$ cat src/rtl/rename_regfile.sv
// Architectural register file with per-register rename state (busy + ROB tag).
// The decoder renames destinations at issue, the dispatcher reads operands
// combinationally, and ROB commits write values back and retire rename state.
// Optional feature macro: RENAME_REGFILE_COMMIT_BYPASS_EN. When it is defined,
// a commit that retires a register being read is forwarded to the read port
// in the same cycle.
module rename_regfile #(
    parameter int XLEN    = 32,
    parameter int REG_NUM = 32,
    parameter int REG_W   = 5,
    parameter int TAG_W   = 4
) (
    input  logic             clk,
    input  logic             rst,
    input  logic             rdy,
    input  logic             clear,
    input  logic             ID_valid,
    input  logic [REG_W-1:0] ID_dest_reg,
    input  logic [TAG_W-1:0] ID_tag,
    input  logic [REG_W-1:0] dispatch_reg1,
    input  logic [REG_W-1:0] dispatch_reg2,
    output logic             dispatch_reg1_busy,
    output logic [TAG_W-1:0] dispatch_reg1_tag,
    output logic [XLEN-1:0]  dispatch_reg1_data,
    output logic             dispatch_reg2_busy,
    output logic [TAG_W-1:0] dispatch_reg2_tag,
    output logic [XLEN-1:0]  dispatch_reg2_data,
    input  logic             CDB_valid,
    input  logic [REG_W-1:0] CDB_reg_dest,
    input  logic [TAG_W-1:0] CDB_tag,
    input  logic [XLEN-1:0]  CDB_data,
    output logic [REG_W:0]   busy_count
);

    localparam int RD_W = 1 + TAG_W + XLEN;

    // Architectural state; entry 0 is held at zero and never updated.
    logic [REG_NUM-1:0]            r_busy;
    logic [REG_NUM-1:0][TAG_W-1:0] r_tag;
    logic [REG_NUM-1:0][XLEN-1:0]  r_data;
    logic [REG_W:0]                r_busy_count;

    logic [REG_NUM-1:0]            w_busy_nxt;
    logic [REG_NUM-1:0][TAG_W-1:0] w_tag_nxt;
    logic [REG_NUM-1:0][XLEN-1:0]  w_data_nxt;
    logic [RD_W-1:0]               w_rd1;
    logic [RD_W-1:0]               w_rd2;

    // Number of set bits in the busy vector.
    function automatic logic [REG_W:0] popcount(input logic [REG_NUM-1:0] vec);
        logic [REG_W:0] cnt;
        cnt = {(REG_W+1){1'b0}};
        for (int i = 0; i < REG_NUM; i++) begin
            cnt = cnt + {{REG_W{1'b0}}, vec[i]};
        end
        return cnt;
    endfunction

    // Read one entry as {busy, tag, data}; x0 reads all zeros, idle regs report tag 0.
    function automatic logic [RD_W-1:0] read_entry(
        input logic [REG_W-1:0]            idx,
        input logic [REG_NUM-1:0]          busy_v,
        input logic [REG_NUM-1:0][TAG_W-1:0] tag_v,
        input logic [REG_NUM-1:0][XLEN-1:0]  data_v
    );
        logic [RD_W-1:0] res;
        res = {RD_W{1'b0}};
        if (idx == {REG_W{1'b0}}) begin
            res = {RD_W{1'b0}};
        end else if (busy_v[idx]) begin
            res = {1'b1, tag_v[idx], data_v[idx]};
        end else begin
            res = {1'b0, {TAG_W{1'b0}}, data_v[idx]};
        end
        return res;
    endfunction

    // Next-state: clear beats rename, rename beats a commit's busy release, commit always writes data.
    always_comb begin
        w_busy_nxt = r_busy;
        w_tag_nxt  = r_tag;
        w_data_nxt = r_data;
        for (int i = 1; i < REG_NUM; i++) begin
            if (CDB_valid && (CDB_reg_dest == REG_W'(i))) begin
                w_data_nxt[i] = CDB_data;
            end else begin
                w_data_nxt[i] = r_data[i];
            end
            if (clear) begin
                w_busy_nxt[i] = 1'b0;
            end else if (ID_valid && (ID_dest_reg == REG_W'(i))) begin
                w_busy_nxt[i] = 1'b1;
                w_tag_nxt[i]  = ID_tag;
            end else if (CDB_valid && (CDB_reg_dest == REG_W'(i)) &&
                         r_busy[i] && (r_tag[i] == CDB_tag)) begin
                w_busy_nxt[i] = 1'b0;
            end else begin
                w_busy_nxt[i] = r_busy[i];
            end
        end
        w_busy_nxt[0] = 1'b0;
        w_tag_nxt[0]  = {TAG_W{1'b0}};
        w_data_nxt[0] = {XLEN{1'b0}};
    end

    // State register: async reset, updates only while rdy is high.
    always_ff @(posedge clk or negedge rst) begin
        if (!rst) begin
            r_busy       <= {REG_NUM{1'b0}};
            r_tag        <= '0;
            r_data       <= '0;
            r_busy_count <= {(REG_W+1){1'b0}};
        end else if (rdy) begin
            r_busy       <= w_busy_nxt;
            r_tag        <= w_tag_nxt;
            r_data       <= w_data_nxt;
            r_busy_count <= popcount(w_busy_nxt);
        end else begin
            r_busy       <= r_busy;
            r_tag        <= r_tag;
            r_data       <= r_data;
            r_busy_count <= r_busy_count;
        end
    end

    // Combinational operand reads from pre-edge state, with optional commit forwarding.
    always_comb begin
        w_rd1 = read_entry(dispatch_reg1, r_busy, r_tag, r_data);
        w_rd2 = read_entry(dispatch_reg2, r_busy, r_tag, r_data);
`ifdef RENAME_REGFILE_COMMIT_BYPASS_EN
        // The reader is older than any same-cycle rename, so it sees the committed value.
        if (CDB_valid && (dispatch_reg1 != {REG_W{1'b0}}) && (CDB_reg_dest == dispatch_reg1) &&
            r_busy[dispatch_reg1] && (r_tag[dispatch_reg1] == CDB_tag)) begin
            w_rd1 = {1'b0, {TAG_W{1'b0}}, CDB_data};
        end else begin
            w_rd1 = w_rd1;
        end
        if (CDB_valid && (dispatch_reg2 != {REG_W{1'b0}}) && (CDB_reg_dest == dispatch_reg2) &&
            r_busy[dispatch_reg2] && (r_tag[dispatch_reg2] == CDB_tag)) begin
            w_rd2 = {1'b0, {TAG_W{1'b0}}, CDB_data};
        end else begin
            w_rd2 = w_rd2;
        end
`endif
    end

    assign {dispatch_reg1_busy, dispatch_reg1_tag, dispatch_reg1_data} = w_rd1;
    assign {dispatch_reg2_busy, dispatch_reg2_tag, dispatch_reg2_data} = w_rd2;
    assign busy_count = r_busy_count;

endmodule
$ cat config.mk
export PLATFORM = sky130hd
export DESIGN_NAME = rename_regfile
export DESIGN_NICKNAME = d
export VERILOG_FILES = /design/src/rtl/rename_regfile.sv
export SDC_FILE = /design/constraint.sdc
export NUM_CORES = 2
export LEC_CHECK = 0
export CELL_PAD_IN_SITES_DETAIL_PLACEMENT = 0
export CELL_PAD_IN_SITES_GLOBAL_PLACEMENT = 1
export CORE_ASPECT_RATIO = 1.4
export CORE_MARGIN = 2
export CORE_UTILIZATION = 49
export CTS_CLUSTER_DIAMETER = 100
export DETAILED_ROUTE_END_ITERATION = 16
export GPL_TIMING_DRIVEN = 0
export HOLD_SLACK_MARGIN = 0.02
export PLACE_DENSITY = 0.78
export SYNTH_ARGS = -nofsm -noshare
export SYNTH_HDL_FRONTEND = slang
export SYNTH_SLANG_ARGS = --single-unit
$ cat constraint.sdc
create_clock -name clk -period 5.5 [get_ports clk]
set_input_delay 1.1 -clock clk [delete_from_list [all_inputs] [get_ports clk]]
set_output_delay 1.1 -clock clk [all_outputs]
set_load 0.02 [all_outputs]
==> out/results.md <==
Synthesis
- 1,153 — flip-flop and latch count after synthesis
- 44.8% — part of the Yosys area used for sequential elements
- 0 — total number of yosys warnings
- 4,252 — number of cells produced by synthesis
- 15.1 µm² — average instance area after synthesis
- dfrtp_1 — main flop type after synthesis
- 100% — share of async-settable or async-resettable flops after synthesis
- 64,400 µm² — area of the mapped netlist
- 0 — number of enable-type register cells in the synthesized netlist
- 44 — number of distinct library cell variants in the gate-level netlist after synthesis
- 4,348 — Post-Syn Nets

Global routing
- 38.0% — overall fraction of global-route tracks in use
- 45,600 — number of global-route vias before repair
- 0 — overflow left after global routing
- 179 — pin count of the biggest net entering global routing
- 12 — initial antenna violation count
- 349,000 µm — global-route wire length before repair

Setup path
- flip-flop — critical path endpoint category
- primary input — kind of launch point of the worst setup path
- CDB_reg_dest[1] — startpoint of the most critical setup path
- busy_count[4] — Setup crit end
- 7130 ps — worst path arrival time
- 10 — critical path fanouts, max
- 6160 ps — data required time at the worst endpoint
- -830 ps — setup slack, reg-to-reg
- r_tag[115] — critical register-to-register path startpoint
- busy_count[4] — RR Endpoint
- in -> reg — start-to-end type of the worst setup path
- 20 — worst r2r path cells

Place
- 176,000 µm — DP HPWL
- 6,142 — number of placed instances with taps included
- 68,300 µm² — dpl cell area
- -2920 ps — Post-Place Setup Slack
- 131 — number of buffers inserted by port buffering
- 1.04 — global placement routability congestion

STA
- 22.6 ps — worst clock skew on the final layout
- 0 — count of endpoints failing hold in the final timing report
- -3740 ps — final-layout setup total negative slack
- 0.154 GHz — FMAX
- -2.77% — Slew HR
- 118% — fraction of the cycle the final worst path needs
- 9 — total of endpoints with negative setup slack in the final report
- true — setup repair after global routing missed its margin
- 1540 ps — Worst-Margin Slew
- -973 ps — final critical-path setup slack
- 22 — count of pins over their slew limit
- 6470 ps — Final min period

Finish
- 28,900 µm² — Storage cell area
- 10,600 — fill cell total of the finished layout
- 6,385 — Final Instance Count excl. Fillers
- 4,629 — final layout net count
- 52.5% — layout cell share with drive strength beyond 1
- 13.7% — signed area change from the synthesized netlist to the final layout
- 1,253 x mux2_2, 1,153 x dfrtp_1, 637 x mux4_2 — commonest cells after routing, fill and taps aside
- mux2_2 — commonest non-fill, non-tap cell in the layout
- 73,200 µm² — fin area
- 34,000 µm² — multi-input gate area in the final layout

Power
- 28.6% — net switching share of the total power
- 0.0166 W — Cell Int Power
- 32.1 nW — leakage power of the design
- 44.5% — portion of total power attributed to sequential cells
- 35.4% — power share of the clock group
- 318 nW/µm² — pwr dens
- 20.1% — Comb power frac
- 0.00666 W — sw power
- 269 µV — maximum VDD drop

Die
- 433 µm — height of the die
- 134,000 µm² — Total Die Area
- 49.3% — effective utilization at floorplan
- 310 µm — Die X-Extent
- 146 — # IOs
- 131,000 µm² — core box area
- 157 — Core Rows

Drt
- 39.2 µm — wire length per cell after detailed routing
- 0 — count of antenna-violating nets left after detailed routing
- 251,000 µm — drt total wl
- 44,000 — total via count after detailed routing
- 5 — drt pass-1 iters
- 6.90 — via density per instance
- 4,980 — violation count after the first detailed-routing iteration
- 0 — final routed DRC violation total

Hold path
- in -> async — worst hold path type

Outcome
- complete, but fails checks — run status
- max-capacitance violations, max-slew violations, negative setup slack — violated checks

CTS
- built — CTS tree
- 3 — Max Root-Sink Buffers
- 1,153 — count of clock tree sinks
- 115 — number of buffers added by the clock tree synthesis step
- 60 ps — post-CTS clock slew at the launch and capture registers of the worst setup and hold paths
- 790 ps — clock latency reported for the late side of the worst-skew pair
- clkbuf_16 — root buf cell
- 3 — Max H-tree Level

Run
- 4 — maxcap violations

==> kinds of logic (layout without fill, tap and decap cells) <==
kind of cell	Yosys count	in the layout	share of synthesized area [%]
multiplexers	1933	1933	44.9
flip-flops	1153	1153	44.8
buffers and inverters	482	858	3.13
AND/OR/NAND/NOR	341	341	2.35
AO/OA/AOI/OAI	186	186	2.23
XOR/XNOR	127	127	1.73
adder cells (fa/ha/maj)	30	30	0.851
other	0	8	0
==> synth_stat cells, drive strengths merged (11+ instances only) <==
master / instances / area share (%)
a21o: 18 / 0.21
a21oi: 22 / 0.17
a22o: 64 / 0.87
buf: 214 / 1.6
clkbuf: 221 / 1.3
dfrtp: 1153 / 45
fa: 23 / 0.72
inv: 47 / 0.27
mux2: 1256 / 22
mux2i: 40 / 0.62
mux4: 637 / 22
nand2: 90 / 0.52
nand2b: 11 / 0.11
nand3: 34 / 0.26
nand4: 12 / 0.12
nor2: 143 / 0.83
nor2b: 20 / 0.19
o21ai: 11 / 0.086
o41ai: 27 / 0.37
xnor2: 81 / 1.1
xor2: 46 / 0.63
==> state kept, by name (all words and copies together) (netlist names) <==
register,flops
busy_count,6
r_busy,31
r_data,992
r_tag,124
==> routing by layer <==
metal	routed length (µm)	global-route usage, %	vias to the layer above
met5	70	0	-
met4	25100	31.2	10
met3	23200	10.9	1027
met2	117000	59.0	2665
met1	85600	43.6	23500
li1	-	-	16800
==> worst max-delay path, stage by stage <==
cell      delay [ps]
buf_6            120
buf_6            130
buf_4            140
nand2b_2         540
o41ai_2          710
a21o_2           410
fa_1             490
fa_1             550
fa_1             440
fa_1             570
fa_2             460
fa_2             440
fa_2             370
inv_1             60
a21o_1           110
a21oi_2           60
xnor2_1          140
mux2_4           270
==> per-stage QoR <==
step	hold WS, ps	total power [W]	utilization (%)
floorplan	491	0.0133	-
global placement	494	0.0149	52.1
detailed placement	497	0.0150	52.3
CTS	203	0.0232	56.0
global route	236	0.0240	56.0
finish	206	0.0233	56.0
==> worst min-delay path by stage <==
stage                                to
final                       r_data[282]
after global routing        r_data[282]
after CTS                   r_data[857]
after detailed placement  busy_count[3]
after global placement    busy_count[3]
after floorplan             r_data[448]
==> what timing repair did <==
item / CTS / global route
hold buffers: 0 / 0
gates cloned: 1 / 0
setup endpoints to repair: 80 / 71
buffers inserted: 24 / 2
pin swaps: 22 / 3
resized for setup: 301 / 50
==> cell type report <==
cell class	count	share of cell area, %
inverters	47	0.241
repair buffers	168	2.43
diodes	8	0.0273
multi-input cells	2617	46.5
clock buffers	173	4.68
clock inverters	39	0.595
well taps	1749	2.99
plain buffers	431	3.13
flip-flops and latches	1153	39.4
==> power groups by stage <==
stage / logic, W / clock network (W) / registers (W)
after floorplan: 0.00310 / 0 / 0.0102
after global placement: 0.00446 / 0 / 0.0105
after detailed placement: 0.00456 / 0 / 0.0105
after CTS: 0.00464 / 0.00828 / 0.0103
after global routing: 0.00490 / 0.00860 / 0.0105
final: 0.00469 / 0.00824 / 0.0104
Power figures use the tool's default switching activity.
